==> src/rtl/usb_ctrl_xfer_host.sv <==
// usb_ctrl_xfer_host
//   Host-side control transfer sequencer for endpoint 0. Drives the SETUP,
//   optional DATA and STATUS stages through the host packet engine, tracks
//   DATA0/DATA1 toggles, splits the data stage into MAX_PKT transactions and
//   replays NAKed transactions from their first byte.
//
// Configuration macro: USB_CTRL_NAK_RETRY_EN
//   defined   - NAKs are retried until more than NAK_LIMIT in a row, then status 2
//   undefined - the first NAK ends the transfer with status 2
//
// Ports
//   clk, reset           clock, synchronous active-low reset
//   dev_addr, req_*      request side: address and setup fields, start pulse,
//                        busy / done / status back
//   tok_*, tx_len        transaction launch towards the packet engine
//   tx_get, tx_data      payload pull for SETUP/OUT
//   rx_valid, rx_data    IN payload from the engine
//   xact_*               transaction completion report
//   app_rd_*             IN data-stage bytes to the application
//   app_wr_get/_data     OUT data-stage bytes from the application
//
// state  | meaning
// IDLE   | waiting for req_start
// SETUP  | 8-byte SETUP transaction
// DATA   | data stage, one transaction per MAX_PKT chunk (dir_in selects IN/OUT)
// STATUS | zero-length handshake, opposite direction to the data stage
// DONE   | one-cycle req_done pulse

module usb_ctrl_xfer_host #(
    parameter int MAX_PKT   = 32,
    parameter int NAK_LIMIT = 255
) (
    input  logic        clk,
    input  logic        reset,
    input  logic [6:0]  dev_addr,
    input  logic        req_start,
    input  logic [7:0]  req_bmRequestType,
    input  logic [7:0]  req_bRequest,
    input  logic [15:0] req_wValue,
    input  logic [15:0] req_wIndex,
    input  logic [15:0] req_wLength,
    output logic        req_busy,
    output logic        req_done,
    output logic [1:0]  req_status,
    output logic        tok_start,
    output logic [1:0]  tok_pid,
    output logic [6:0]  tok_addr,
    output logic        tok_data1,
    output logic [6:0]  tx_len,
    input  logic        tx_get,
    output logic [7:0]  tx_data,
    input  logic        rx_valid,
    input  logic [7:0]  rx_data,
    input  logic        xact_done,
    input  logic [1:0]  xact_result,
    input  logic [6:0]  xact_rx_len,
    output logic        app_rd_valid,
    output logic [7:0]  app_rd_data,
    output logic        app_wr_get,
    input  logic [7:0]  app_wr_data
);

    typedef enum logic [2:0] {ST_IDLE, ST_SETUP, ST_DATA, ST_STATUS, ST_DONE} state_t;

    localparam logic [6:0]  PKT7      = 7'(MAX_PKT);
    localparam logic [15:0] PKT16     = 16'(MAX_PKT);
    localparam logic [1:0]  PID_SETUP = 2'd0;
    localparam logic [1:0]  PID_OUT   = 2'd1;
    localparam logic [1:0]  PID_IN    = 2'd2;
    localparam logic [1:0]  RES_ACK   = 2'd0;
    localparam logic [1:0]  RES_NAK   = 2'd1;
    localparam logic [1:0]  RES_STALL = 2'd2;

    state_t      state_q, state_d;
    logic        launched_q, launched_d;   // token issued, waiting for xact_done
    logic        dir_in_q, dir_in_d;
    logic        toggle_q, toggle_d;
    logic [6:0]  byte_cnt_q, byte_cnt_d;
    logic [15:0] remaining_q, remaining_d;
    logic [63:0] setup_q, setup_d;
    logic [6:0]  addr_q, addr_d;
    logic [1:0]  status_q, status_d;

    logic [6:0]  out_len;
    logic [15:0] in_take;
    logic [15:0] rem_after;
    logic        nak_over;
    logic        nak_hit;

    assign tok_addr = addr_q;
    assign out_len  = (remaining_q < PKT16) ? remaining_q[6:0] : PKT7;
    // IN bytes beyond wLength are not counted, so remaining saturates at 0.
    assign in_take  = ({9'd0, xact_rx_len} < remaining_q) ? {9'd0, xact_rx_len} : remaining_q;
    assign rem_after = remaining_q - (dir_in_q ? in_take : {9'd0, out_len});
    assign nak_hit  = launched_q && xact_done && (xact_result == RES_NAK) &&
                      (state_q == ST_SETUP || state_q == ST_DATA || state_q == ST_STATUS);

`ifdef USB_CTRL_NAK_RETRY_EN
    logic [8:0] nak_cnt_q;
    logic       retry_q;    // next tok_start is a replay, keep the NAK count

    assign nak_over = (int'(nak_cnt_q) + 1) > NAK_LIMIT;

    always_ff @(posedge clk) begin
        if (!reset || state_q == ST_IDLE) begin
            nak_cnt_q <= 9'd0;
            retry_q   <= 1'b0;
        end else if (nak_hit) begin
            nak_cnt_q <= nak_cnt_q + 9'd1;
            retry_q   <= 1'b1;
        end else if (tok_start) begin
            if (!retry_q) nak_cnt_q <= 9'd0;
            retry_q <= 1'b0;
        end
    end
`else
    logic nak_limit_unused;
    assign nak_limit_unused = (NAK_LIMIT > 0) & nak_hit;
    assign nak_over = 1'b1;
`endif

    always_ff @(posedge clk) begin
        if (!reset) begin
            state_q     <= ST_IDLE;
            launched_q  <= 1'b0;
            dir_in_q    <= 1'b0;
            toggle_q    <= 1'b0;
            byte_cnt_q  <= 7'd0;
            remaining_q <= 16'd0;
            setup_q     <= 64'd0;
            addr_q      <= 7'd0;
            status_q    <= 2'd0;
        end else begin
            state_q     <= state_d;
            launched_q  <= launched_d;
            dir_in_q    <= dir_in_d;
            toggle_q    <= toggle_d;
            byte_cnt_q  <= byte_cnt_d;
            remaining_q <= remaining_d;
            setup_q     <= setup_d;
            addr_q      <= addr_d;
            status_q    <= status_d;
        end
    end

    always_comb begin
        state_d      = state_q;
        launched_d   = launched_q;
        dir_in_d     = dir_in_q;
        toggle_d     = toggle_q;
        byte_cnt_d   = byte_cnt_q;
        remaining_d  = remaining_q;
        setup_d      = setup_q;
        addr_d       = addr_q;
        status_d     = status_q;
        req_busy     = 1'b0;
        req_done     = 1'b0;
        req_status   = 2'd0;
        tok_start    = 1'b0;
        tok_pid      = PID_SETUP;
        tok_data1    = 1'b0;
        tx_len       = 7'd0;
        tx_data      = 8'd0;
        app_rd_valid = 1'b0;
        app_rd_data  = 8'd0;
        app_wr_get   = 1'b0;

        case (state_q)
            ST_IDLE: begin
                req_busy = req_start;
                if (req_start) begin
                    addr_d      = dev_addr;
                    setup_d     = {req_wLength, req_wIndex, req_wValue,
                                   req_bRequest, req_bmRequestType};
                    remaining_d = req_wLength;
                    byte_cnt_d  = 7'd0;
                    toggle_d    = 1'b0;
                    dir_in_d    = 1'b0;
                    launched_d  = 1'b0;
                    status_d    = 2'd0;
                    state_d     = ST_SETUP;
                end
            end

            ST_SETUP, ST_DATA, ST_STATUS: begin
                req_busy = 1'b1;
                if (state_q == ST_SETUP) begin
                    tx_len = 7'd8;
                    if (byte_cnt_q < 7'd8)
                        tx_data = setup_q[{byte_cnt_q[2:0], 3'b000} +: 8];
                end else begin
                    tok_pid   = dir_in_q ? PID_IN : PID_OUT;
                    tok_data1 = (state_q == ST_STATUS) ? 1'b1 : toggle_q;
                    if (state_q == ST_DATA && !dir_in_q) begin
                        tx_len     = out_len;
                        tx_data    = app_wr_data;
                        app_wr_get = tx_get;
                    end
                end

                if (!launched_q) begin
                    // Fresh launch or NAK replay: payload restarts at byte 0.
                    tok_start  = 1'b1;
                    launched_d = 1'b1;
                    byte_cnt_d = 7'd0;
                end else begin
                    if (tx_get && (state_q == ST_SETUP || (state_q == ST_DATA && !dir_in_q)))
                        byte_cnt_d = byte_cnt_q + 7'd1;
                    if (rx_valid && state_q == ST_DATA && dir_in_q) begin
                        byte_cnt_d = byte_cnt_q + 7'd1;
                        if ({9'd0, byte_cnt_q} < remaining_q) begin
                            app_rd_valid = 1'b1;
                            app_rd_data  = rx_data;
                        end
                    end

                    if (xact_done) begin
                        launched_d = 1'b0;
                        case (xact_result)
                            RES_ACK: begin
                                if (state_q == ST_SETUP) begin
                                    toggle_d = 1'b1;
                                    if (setup_q[63:48] == 16'd0) begin
                                        state_d  = ST_STATUS;
                                        dir_in_d = 1'b1;
                                    end else begin
                                        state_d  = ST_DATA;
                                        dir_in_d = setup_q[7];
                                    end
                                end else if (state_q == ST_DATA) begin
                                    toggle_d    = ~toggle_q;
                                    remaining_d = rem_after;
                                    if (dir_in_q) begin
                                        if (xact_rx_len < PKT7 || rem_after == 16'd0) begin
                                            state_d  = ST_STATUS;
                                            dir_in_d = 1'b0;
                                        end
                                    end else if (rem_after == 16'd0) begin
                                        state_d  = ST_STATUS;
                                        dir_in_d = 1'b1;
                                    end
                                end else begin
                                    state_d  = ST_DONE;
                                    status_d = (dir_in_q && xact_rx_len != 7'd0) ? 2'd3 : 2'd0;
                                end
                            end
                            RES_NAK: begin
                                if (nak_over) begin
                                    state_d  = ST_DONE;
                                    status_d = 2'd2;
                                end
                            end
                            RES_STALL: begin
                                state_d  = ST_DONE;
                                status_d = 2'd1;
                            end
                            default: begin
                                state_d  = ST_DONE;
                                status_d = 2'd3;
                            end
                        endcase
                    end
                end
            end

            ST_DONE: begin
                req_done   = 1'b1;
                req_status = status_q;
                state_d    = ST_IDLE;
            end

            default: state_d = ST_IDLE;
        endcase
    end

endmodule

==> config.mk <==
export PLATFORM = sky130hd
export DESIGN_NAME = usb_ctrl_xfer_host
export DESIGN_NICKNAME = d
export VERILOG_FILES = /design/src/rtl/usb_ctrl_xfer_host.sv
export SDC_FILE = /design/constraint.sdc
export NUM_CORES = 1
export LEC_CHECK = 0
export ABC_AREA = 1
export CAP_MARGIN = 20
export CORE_UTILIZATION = 55
export DETAILED_ROUTE_END_ITERATION = 8
export PLACE_DENSITY_LB_ADDON = 0.12
export SETUP_SLACK_MARGIN = 0.1
export SYNTH_ARGS = -nofsm -noshare
export SYNTH_HDL_FRONTEND = slang
export SYNTH_SLANG_ARGS = --single-unit
==> constraint.sdc <==
create_clock -name clk -period 9.8 [get_ports clk]
set_input_delay 1.96 -clock clk [delete_from_list [all_inputs] [get_ports clk]]
set_output_delay 1.96 -clock clk [all_outputs]
set_load 0.02 [all_outputs]
==> flow_summary.yaml, run 1 <==
run_status:
  outcome: "finished, final reports clean"
clock_tree:
  post_cts_buffers: 0
  cts_max_path_buffers: 2
  cts_tree: "done"
  clkSlewWorstSetupHoldPaths_ps: 70
  numCtsBuffers: 9
  cts_resized: 0
  cts_hold_buf: 0
  cts_root_buf: "clkbuf_16"
  clkLatencyLatePin_ps: 350
  htreeDepth: 3
  clock_sinks: 102
setup_path:
  slowest_delay_ps: 630
  reg2reg_depth: 21
  cpMostUsedCell: "clkdlybuf4s50_1"
  crit_required_ps: 7840
  crit_path_max_fanout: 9
  arrival_ps: 3740
  crit_type: "input pin to output port"
  rrSetupSlack_ps: 5360
  worst_setup_path_end_kind: "output port"
  crit_path_top_delay_cell: "clkdlybuf4s50_1"
  crit_path_cell_trace: "clkdlybuf4s50_1 > nand3_1 > a21oi_1 > nand2_1 > nor2_1 > clkdlybuf4s50_1"
  cp-start-kind: "input pin"
final_layout:
  diodes: 0
  mostFrequentLayoutCells: "nand2_1, clkdlybuf4s50_1, o21ai_0"
  multi_input_area_sq_mm: 0.003667
  nFillCells: 957
  seqCellArea_sq_mm: 0.002042
  final_common_cell: "nand2_1"
  post_route_cells_drive_above_1_share_pct: 6.085
  syn_to_final_growth_pct: 27.90
  finalNetCount: 1229
detailed_routing:
  drt_wl_total_um: 17610
  dr.pass1.iters: 5
  via_per_inst: 5.391
  vias: 6690
  ant_nets: 0
  post-route-drc-count: 0
  wl_per_cell_um: 14.19
  drt_iter0_markers: 538
timing:
  finalSetupTns_ps: 0
  maxSlewHeadroom_pct: 37.17
  setup_viol: 0
  slew_violations: 0
  finClkSkew_ps: 8.555
  fmaxAchievable_mhz: 175.5
  finalHoldViolations: 0
  rsz0062_at_grt: "no"
  min_period_ps: 5697
  period_share_pct: 58.13
  worst_pin_slew_ps: 942.3
synthesis:
  yosys.area_share.simple_pct: 26.25
  yosysSeqAreaShare_pct: 32.09
  synthAdderAreaFrac_pct: 6.213
  synth-compound-area-share_pct: 24.07
  synth_edf_count: 0
  synth_top_family_by_area: "simple AND/OR/NAND/NOR gates"
  yosys_warnings: 0
  synthArstFlopShare_pct: 0
  syn-mean-instance-area_sq_um: 6.513
  syn_inst: 977
  synth_top_flop_cell: "dfxtp_1"
  synth_xor_area_share_pct: 0.4129
  ys_ff_latch: 102
  syn_area_sq_mm: 0.006364
  muxShareOfSynthArea_pct: 0
  ys_types: 46
pwr:
  power.leakage_nw: 3.531
  vdd_drop_max_mv: 0.2070
  p_per_area_mw_per_mm2: 311.1
  total_power_mw: 2.532
global_route:
  grt_max_degree: 85
  antenna_found_initial: 0
  grt_pass1_wl_um: 28090
  grt_pass1_vias: 5897
  overflow: 0
  groute.usage.overall_pct: 30.05
floorplan:
  die_area_sq_mm: 0.01200
  die_h_um: 109.6
  die_x_um: 109.6
  initial_core_util_pct: 57.44
  ioPinCount: 142
  rows: 38
  core_sq_mm: 0.01108
place:
  gp_congestion: 0.9622
  hpwlAfterDp_um: 12870
  port_buffers: 140
min_path:
  hold_depth: 2
  hp-class: "flip-flop to flip-flop"
job:
  maxCapViolCount: 0
[area by class of cell]
cell class / count / area share, %
clock buffer: 10 / 2.936
sequential: 102 / 25.09
clock inverter: 6 / 0.9531
inverter: 134 / 6.195
timing repair buffer: 145 / 17.62
tap: 140 / 2.152
multi-input combinational: 704 / 45.06
[path summary, 6_finish.rpt]
check / startpoint / end
setup / recovery: rx_valid / app_rd_data[5]
hold / removal: setup_q[13]$_SDFFE_PN0P_ / setup_q[13]$_SDFFE_PN0P_
setup reg to reg: remaining_q[11]$_SDFFE_PN0P_ / state_q[1]$_SDFFE_PN0P_
hold reg to reg: setup_q[13]$_SDFFE_PN0P_ / setup_q[13]$_SDFFE_PN0P_
[registers in the layout (all words and copies together), names as in the netlist]
signal and count:
toggle_q 1, status_q 2, launched_q 1, state_q 3
byte_cnt_q 7, tok_addr 7, remaining_q 16, dir_in_q 1
setup_q 64
[Yosys cell counts, types with 2 or more instances]
master,n,area (sq um)
nand2_2,6,37.54
buf_4,2,15.01
clkbuf_1,38,142.6
conb_1,2,7.510
and2_1,3,18.77
inv_1,118,442.9
nand4_1,7,43.79
ha_1,30,375.4
nor2_1,124,465.5
a211oi_1,4,30.03
inv_2,10,37.54
o21ai_1,5,25.02
a221oi_2,6,90.09
nand3_1,54,270.3
nor2_2,7,43.79
buf_2,5,25.02
a21oi_1,123,615.6
nor3b_1,3,22.52
nand3b_1,4,30.03
o21ai_0,129,645.6
nor4_1,9,56.30
clkinv_1,5,18.77
a31oi_1,6,37.54
nor2_4,2,22.52
nor3_1,6,30.03
nand2_1,142,533.0
nand2_4,3,33.78
dfxtp_1,102,2042
o21a_1,2,15.01
xnor2_1,2,17.52
o211ai_1,3,22.52
[critical path, delay by kind of cell]
kind	cells	cell delay, ps
and+or+nand+nor	3	510
AOI/OAI and AO/OA	1	170
buffers and inverters	2	1100
[cells by family after synthesis]
kind of cell	Yosys count
and+or+nand+nor	375
AOI/OAI and AO/OA	284
buffers and inverters	180
DFF	102
adders and majority gates	31
xor gates and xnor gates	3
other	2
[metrics by stage]
step | hold slack (ps) | cells | area (sq um) | utilization, % | worst slack [ps]
6_report | 457.3 | 1241 | 8139 | 73.47 | 4103
5_1_grt | 475.0 | 1241 | 8139 | 73.47 | 3862
3_5_place_dp | 446.0 | 1225 | 7823 | 70.61 | 3870
3_3_place_gp | 442.6 | 1225 | 7823 | 70.61 | 3881
2_1_floorplan | 429.7 | 986 | 6397 | - | 4926
4_1_cts | 456.8 | 1241 | 8139 | 73.47 | 4083
[per-layer routing]
metal | vias up | routed length (um) | part of all wire, % | GRT usage (%)
met5 | - | 0 | 0 | 0
met4 | 0 | 416 | 2.4 | 9.429
met3 | 28 | 1192 | 6.8 | 5.335
met2 | 242 | 7968 | 45 | 46.95
met1 | 2966 | 8037 | 46 | 41.97
li1 | 3454 | - | - | -
[report_power, final]
part	total [mW]	switching [mW]	internal (mW)
Combinational	1.50	0.963	0.533
Sequential	0.657	0.103	0.554
Clock	0.378	0.168	0.210
Total	2.53	1.24	1.30
(Power assumes the default switching activity.)
==> run 2: changes to the inputs <==
CORE_UTILIZATION = 46   (was 55)
clock period = 5 ns   (was 9.8 ns; I/O delays follow)
==> flow_summary.yaml, run 2 (synthesized netlist as in run 1, its figures left out) <==
place:
  dp_slack_ps: -25.93
  placed_area_sq_mm: 0.007890
  port_buffers: 140
  post-place-cells: 1264
  gp_congestion: 0.9142
  hpwlAfterDp_um: 13480
timing:
  min_period_ps: 4531
  setup_slack_ps: 468.8
  finalHoldViolations: 0
  rsz0062_at_grt: "no"
  slew_violations: 0
  worst_pin_slew_ps: 819.9
  period_share_pct: 90.62
  finalSetupTns_ps: 0
  fmaxAchievable_mhz: 220.7
  maxSlewHeadroom_pct: 45.26
  finClkSkew_ps: 5.040
  setup_viol: 0
final_layout:
  final_util_pct: 61.43
  largest_register_ffs: 64
  design_area_sq_mm: 0.008199
  layoutNonFillerInstCount: 1280
  top_regs: "setup_q: 64 flops, remaining_q: 16 flops"
  multi_input_area_sq_mm: 0.003671
  largest-register: "setup_q"
  syn_to_final_growth_pct: 28.84
  diodes: 0
  post_route_cells_drive_above_1_share_pct: 6.431
  finalNetCount: 1232
  nFillCells: 1359
  seqCellArea_sq_mm: 0.002042
  mostFrequentLayoutCells: "nand2_1, clkdlybuf4s50_1, o21ai_0"
  final_common_cell: "nand2_1"
setup_path:
  arrival_ps: 4770
  crit_type: "input pin to flip-flop"
  crit_path_max_fanout: 14
  crit_required_ps: 5240
  cp-start-kind: "input pin"
  worst_setup_path_end_kind: "flip-flop"
global_route:
  grt_pass1_vias: 6059
  groute.usage.overall_pct: 25.60
  antenna_found_initial: 0
  grt_pass1_wl_um: 29370
  grt_max_degree: 67
  overflow: 0
clock_tree:
  clkLatencyLatePin_ps: 350
  htreeDepth: 3
  numCtsBuffers: 9
  clkSlewWorstSetupHoldPaths_ps: 70
  cts_resized: 0
  cts_root_buf: "clkbuf_16"
  cts_max_path_buffers: 2
  clock_sinks: 102
  cts_hold_buf: 0
  cts_tree: "done"
  post_cts_buffers: 0
run_status:
  outcome: "finished, final reports clean"
detailed_routing:
  drt_wl_total_um: 18010
  dr.pass1.iters: 5
  post-route-drc-count: 0
  drt_iter0_markers: 469
  vias: 6644
  ant_nets: 0
  via_per_inst: 5.191
  wl_per_cell_um: 14.07
floorplan:
  initial_core_util_pct: 47.68
  die_x_um: 119.6
  die_h_um: 119.6
  core_sq_mm: 0.01335
  ioPinCount: 142
  rows: 42
  die_area_sq_mm: 0.01431
pwr:
  vdd_drop_max_mv: 0.2724
  p_per_area_mw_per_mm2: 603.9
  power.leakage_nw: 3.542
min_path:
  hp-class: "flip-flop to flip-flop"
job:
  maxCapViolCount: 0
-- run 2: stage by stage --
| stage | hold slack [ps] | total power [mW] |
|---|---|---|
| 2_1_floorplan | 429.7 | 3.428 |
| 3_3_place_gp | 441.4 | 4.187 |
| 3_5_place_dp | 447.4 | 4.213 |
| 4_1_cts | 457.5 | 4.947 |
| 5_1_grt | 478.7 | 5.416 |
| 6_report | 455.3 | 4.951 |
-- run 2: worst paths after layout --
| kind | start | endpoint | slack, ps | cells past startpoint |
|---|---|---|---|---|
| worst max-delay path | xact_rx_len[6] | state_q[1]$_SDFFE_PN0P_ | 470 | 24 |
| worst min register to register | setup_q[23]$_SDFFE_PN0P_ | setup_q[23]$_SDFFE_PN0P_ | 460 | 2 |
| worst min-delay path | setup_q[23]$_SDFFE_PN0P_ | setup_q[23]$_SDFFE_PN0P_ | 460 | 2 |
| worst max register to register | remaining_q[11]$_SDFFE_PN0P_ | state_q[1]$_SDFFE_PN0P_ | 620 | 21 |
-- run 2: worst max-delay path, stage by stage --
cell	delay [ps]
clkdlybuf4s50_1	450
ha_1	330
nand2_1	70
inv_1	40
a221oi_1	290
o21ai_2	220
nand2_1	110
o211ai_1	80
nand2_1	90
ha_1	140
inv_1	70
fa_1	430
nand3_1	110
nand3_1	150
xnor2_1	250
nand3_1	100
nor3_1	180
nand3_1	190
nand2_1	130
nand2_1	80
nand2_2	80
nand3_1	70
nand2_1	70
nor2_1	50
-- run 2: power breakdown --
part           switching (mW)  internal (mW)  total [mW]
logic                    1.89           1.06        2.95
registers               0.201           1.09        1.29
clock network           0.323          0.395       0.718
total                    2.41           2.54        4.95
-- run 2: area by class of cell --
type                    instances  share of cell area [%]
inverters                     134                   6.150
well taps                     176                   2.686
repair buffers                148                   17.76
multi-input cells             704                   44.77
clock buffers                   9                   2.747
flip-flops and latches        102                   24.90
clock inverters                 7                  0.9767
-- run 2: metal layers --
layer | vias to the layer above | global-route usage [%] | wire length, um
li1 | 3465 | - | -
met1 | 3011 | 35.35 | 8604
met2 | 149 | 41.47 | 8323
met3 | 19 | 3.897 | 824
met4 | 0 | 6.719 | 257
met5 | - | 0 | 0
==> run 3: changes to the inputs <==
CORE_UTILIZATION = 55   (was 46)
TNS_END_PERCENT = 100   (was default)
clock period = 5.48 ns   (was 5 ns; I/O delays follow)
==> flow_summary.yaml, run 3 (synthesized netlist as in run 1, its figures left out) <==
setup_path:
  arrival_ps: 5110
  critical-path-top-delay-family: "simple AND/OR/NAND/NOR gates"
  crit_buf_inv: 2
  cpMostUsedCell: "nand3_1"
  worst_setup_path_end_kind: "flip-flop"
  slowest_delay_ps: 620
  cp-start-kind: "input pin"
  crit_required_ps: 5730
  crit_path_top_delay_cell: "o21ai_1"
  crit_path_max_fanout: 14
  crit_type: "input pin to flip-flop"
  crit_path_cell_trace: "clkdlybuf4s50_1 > ha_1 > nand2_1 > inv_1 > a221oi_1 > o21ai_1 > o21ai_0 > a21oi_1 > a31oi_1 > fa_1 > nand3_1 > nand3_1 > xnor2_1 > nand3_1 > nor3_1 > nand3_1 > nand2_1 > nand2_1 > nand2_2 > nand3_1 > nand2_1 > nor2_1"
detailed_routing:
  vias: 6759
  ant_nets: 0
  dr.pass1.iters: 5
  wl_per_cell_um: 14.15
  drt_wl_total_um: 17570
  via_per_inst: 5.442
  drt_iter0_markers: 595
  post-route-drc-count: 0
timing:
  finalSetupTns_ps: 0
  maxSlewHeadroom_pct: 37.31
  setup_viol: 0
  fmaxAchievable_mhz: 205.6
  min_period_ps: 4863
  rsz0062_at_grt: "no"
  slew_violations: 0
  finalHoldViolations: 0
  finClkSkew_ps: 4.162
  period_share_pct: 88.74
  worst_pin_slew_ps: 940.1
clock_tree:
  cts_hold_buf: 0
  cts_max_path_buffers: 2
  cts_root_buf: "clkbuf_16"
  clock_sinks: 102
  cts_resized: 0
  clkSlewWorstSetupHoldPaths_ps: 70
  numCtsBuffers: 9
  post_cts_buffers: 0
  clkLatencyLatePin_ps: 350
  cts_tree: "done"
  htreeDepth: 3
final_layout:
  top_regs: "setup_q: 64 flops, remaining_q: 16 flops"
  syn_to_final_growth_pct: 28.00
  post_route_cells_drive_above_1_share_pct: 6.171
  diodes: 0
  multi_input_area_sq_mm: 0.003667
  layoutNonFillerInstCount: 1242
  finalNetCount: 1230
  seqCellArea_sq_mm: 0.002042
  largest_register_ffs: 64
  mostFrequentLayoutCells: "nand2_1, clkdlybuf4s50_1, o21ai_0"
  nFillCells: 957
  largest-register: "setup_q"
  final_common_cell: "nand2_1"
floorplan:
  core_sq_mm: 0.01108
  ioPinCount: 142
  rows: 38
  die_area_sq_mm: 0.01200
  initial_core_util_pct: 57.44
  die_h_um: 109.6
  die_x_um: 109.6
global_route:
  overflow: 0
  grt_max_degree: 64
  antenna_found_initial: 0
  grt_pass1_wl_um: 28080
  groute.usage.overall_pct: 29.77
  grt_pass1_vias: 6055
job:
  maxCapViolCount: 0
pwr:
  power.leakage_nw: 3.536
  vdd_drop_max_mv: 0.3663
  p_per_area_mw_per_mm2: 555.4
place:
  gp_congestion: 0.9791
  hpwlAfterDp_um: 13060
  post-place-cells: 1226
  port_buffers: 140
run_status:
  outcome: "finished, final reports clean"
min_path:
  hp-class: "flip-flop to flip-flop"
[run 3: path summary, 6_finish.rpt]
path | slack, ps | cells after the start | startpoint | endpoint
worst max-delay path | 620 | 22 | xact_rx_len[6] | state_q[1]$_SDFFE_PN0P_
worst max register to register | 910 | 21 | remaining_q[11]$_SDFFE_PN0P_ | state_q[1]$_SDFFE_PN0P_
worst min register to register | 450 | 2 | setup_q[8]$_SDFFE_PN0P_ | setup_q[8]$_SDFFE_PN0P_
worst min-delay path | 450 | 2 | setup_q[8]$_SDFFE_PN0P_ | setup_q[8]$_SDFFE_PN0P_
[run 3: where the power goes]
group | total [mW] | internal [mW] | switching [mW]
Combinational | 2.68 | 0.959 | 1.72
Clock | 0.672 | 0.365 | 0.307
Sequential | 1.18 | 0.991 | 0.184
[run 3: layer usage]
layer  GRT usage, %  vias to the layer above  routed length, um
met5              0                        -                  0
met4          6.857                        0                231
met1          40.48                     3045               7966
met2          49.33                      238               8193
met3          4.861                       20               1179
li1               -                     3456                  -
[run 3: area by class of cell]
type	count	area share, %
Sequential cell	102	25.07
Timing Repair Buffer	146	17.70
Multi-Input combinational cell	704	45.02
Clock buffer	9	2.765
Clock inverter	7	1.106
Inverter	134	6.190
Tap cell	140	2.151
[run 3: tightest hold or removal path: cells and delay by family (launching register included)]
kind                   cells  cell delay, ps
AOI/OAI and AO/OA          1              50
buffers and inverters      1              60
DFF                        1             300
[run 3: through the flow]
stage / area (sq um) / hold slack [ps] / power, mW / setup slack, ps / util (%)
floorplan: 6397 / 429.7 / 3.127 / 1470 / -
finish: 8145 / 455.0 / 4.524 / 616.9 / 73.53
global route: 8145 / 472.1 / 4.931 / 299.0 / 73.53
global placement: 7830 / 442.3 / 3.782 / 431.6 / 70.68
CTS: 8145 / 455.1 / 4.501 / 729.1 / 73.53
detailed placement: 7830 / 444.1 / 3.822 / 370.1 / 70.68
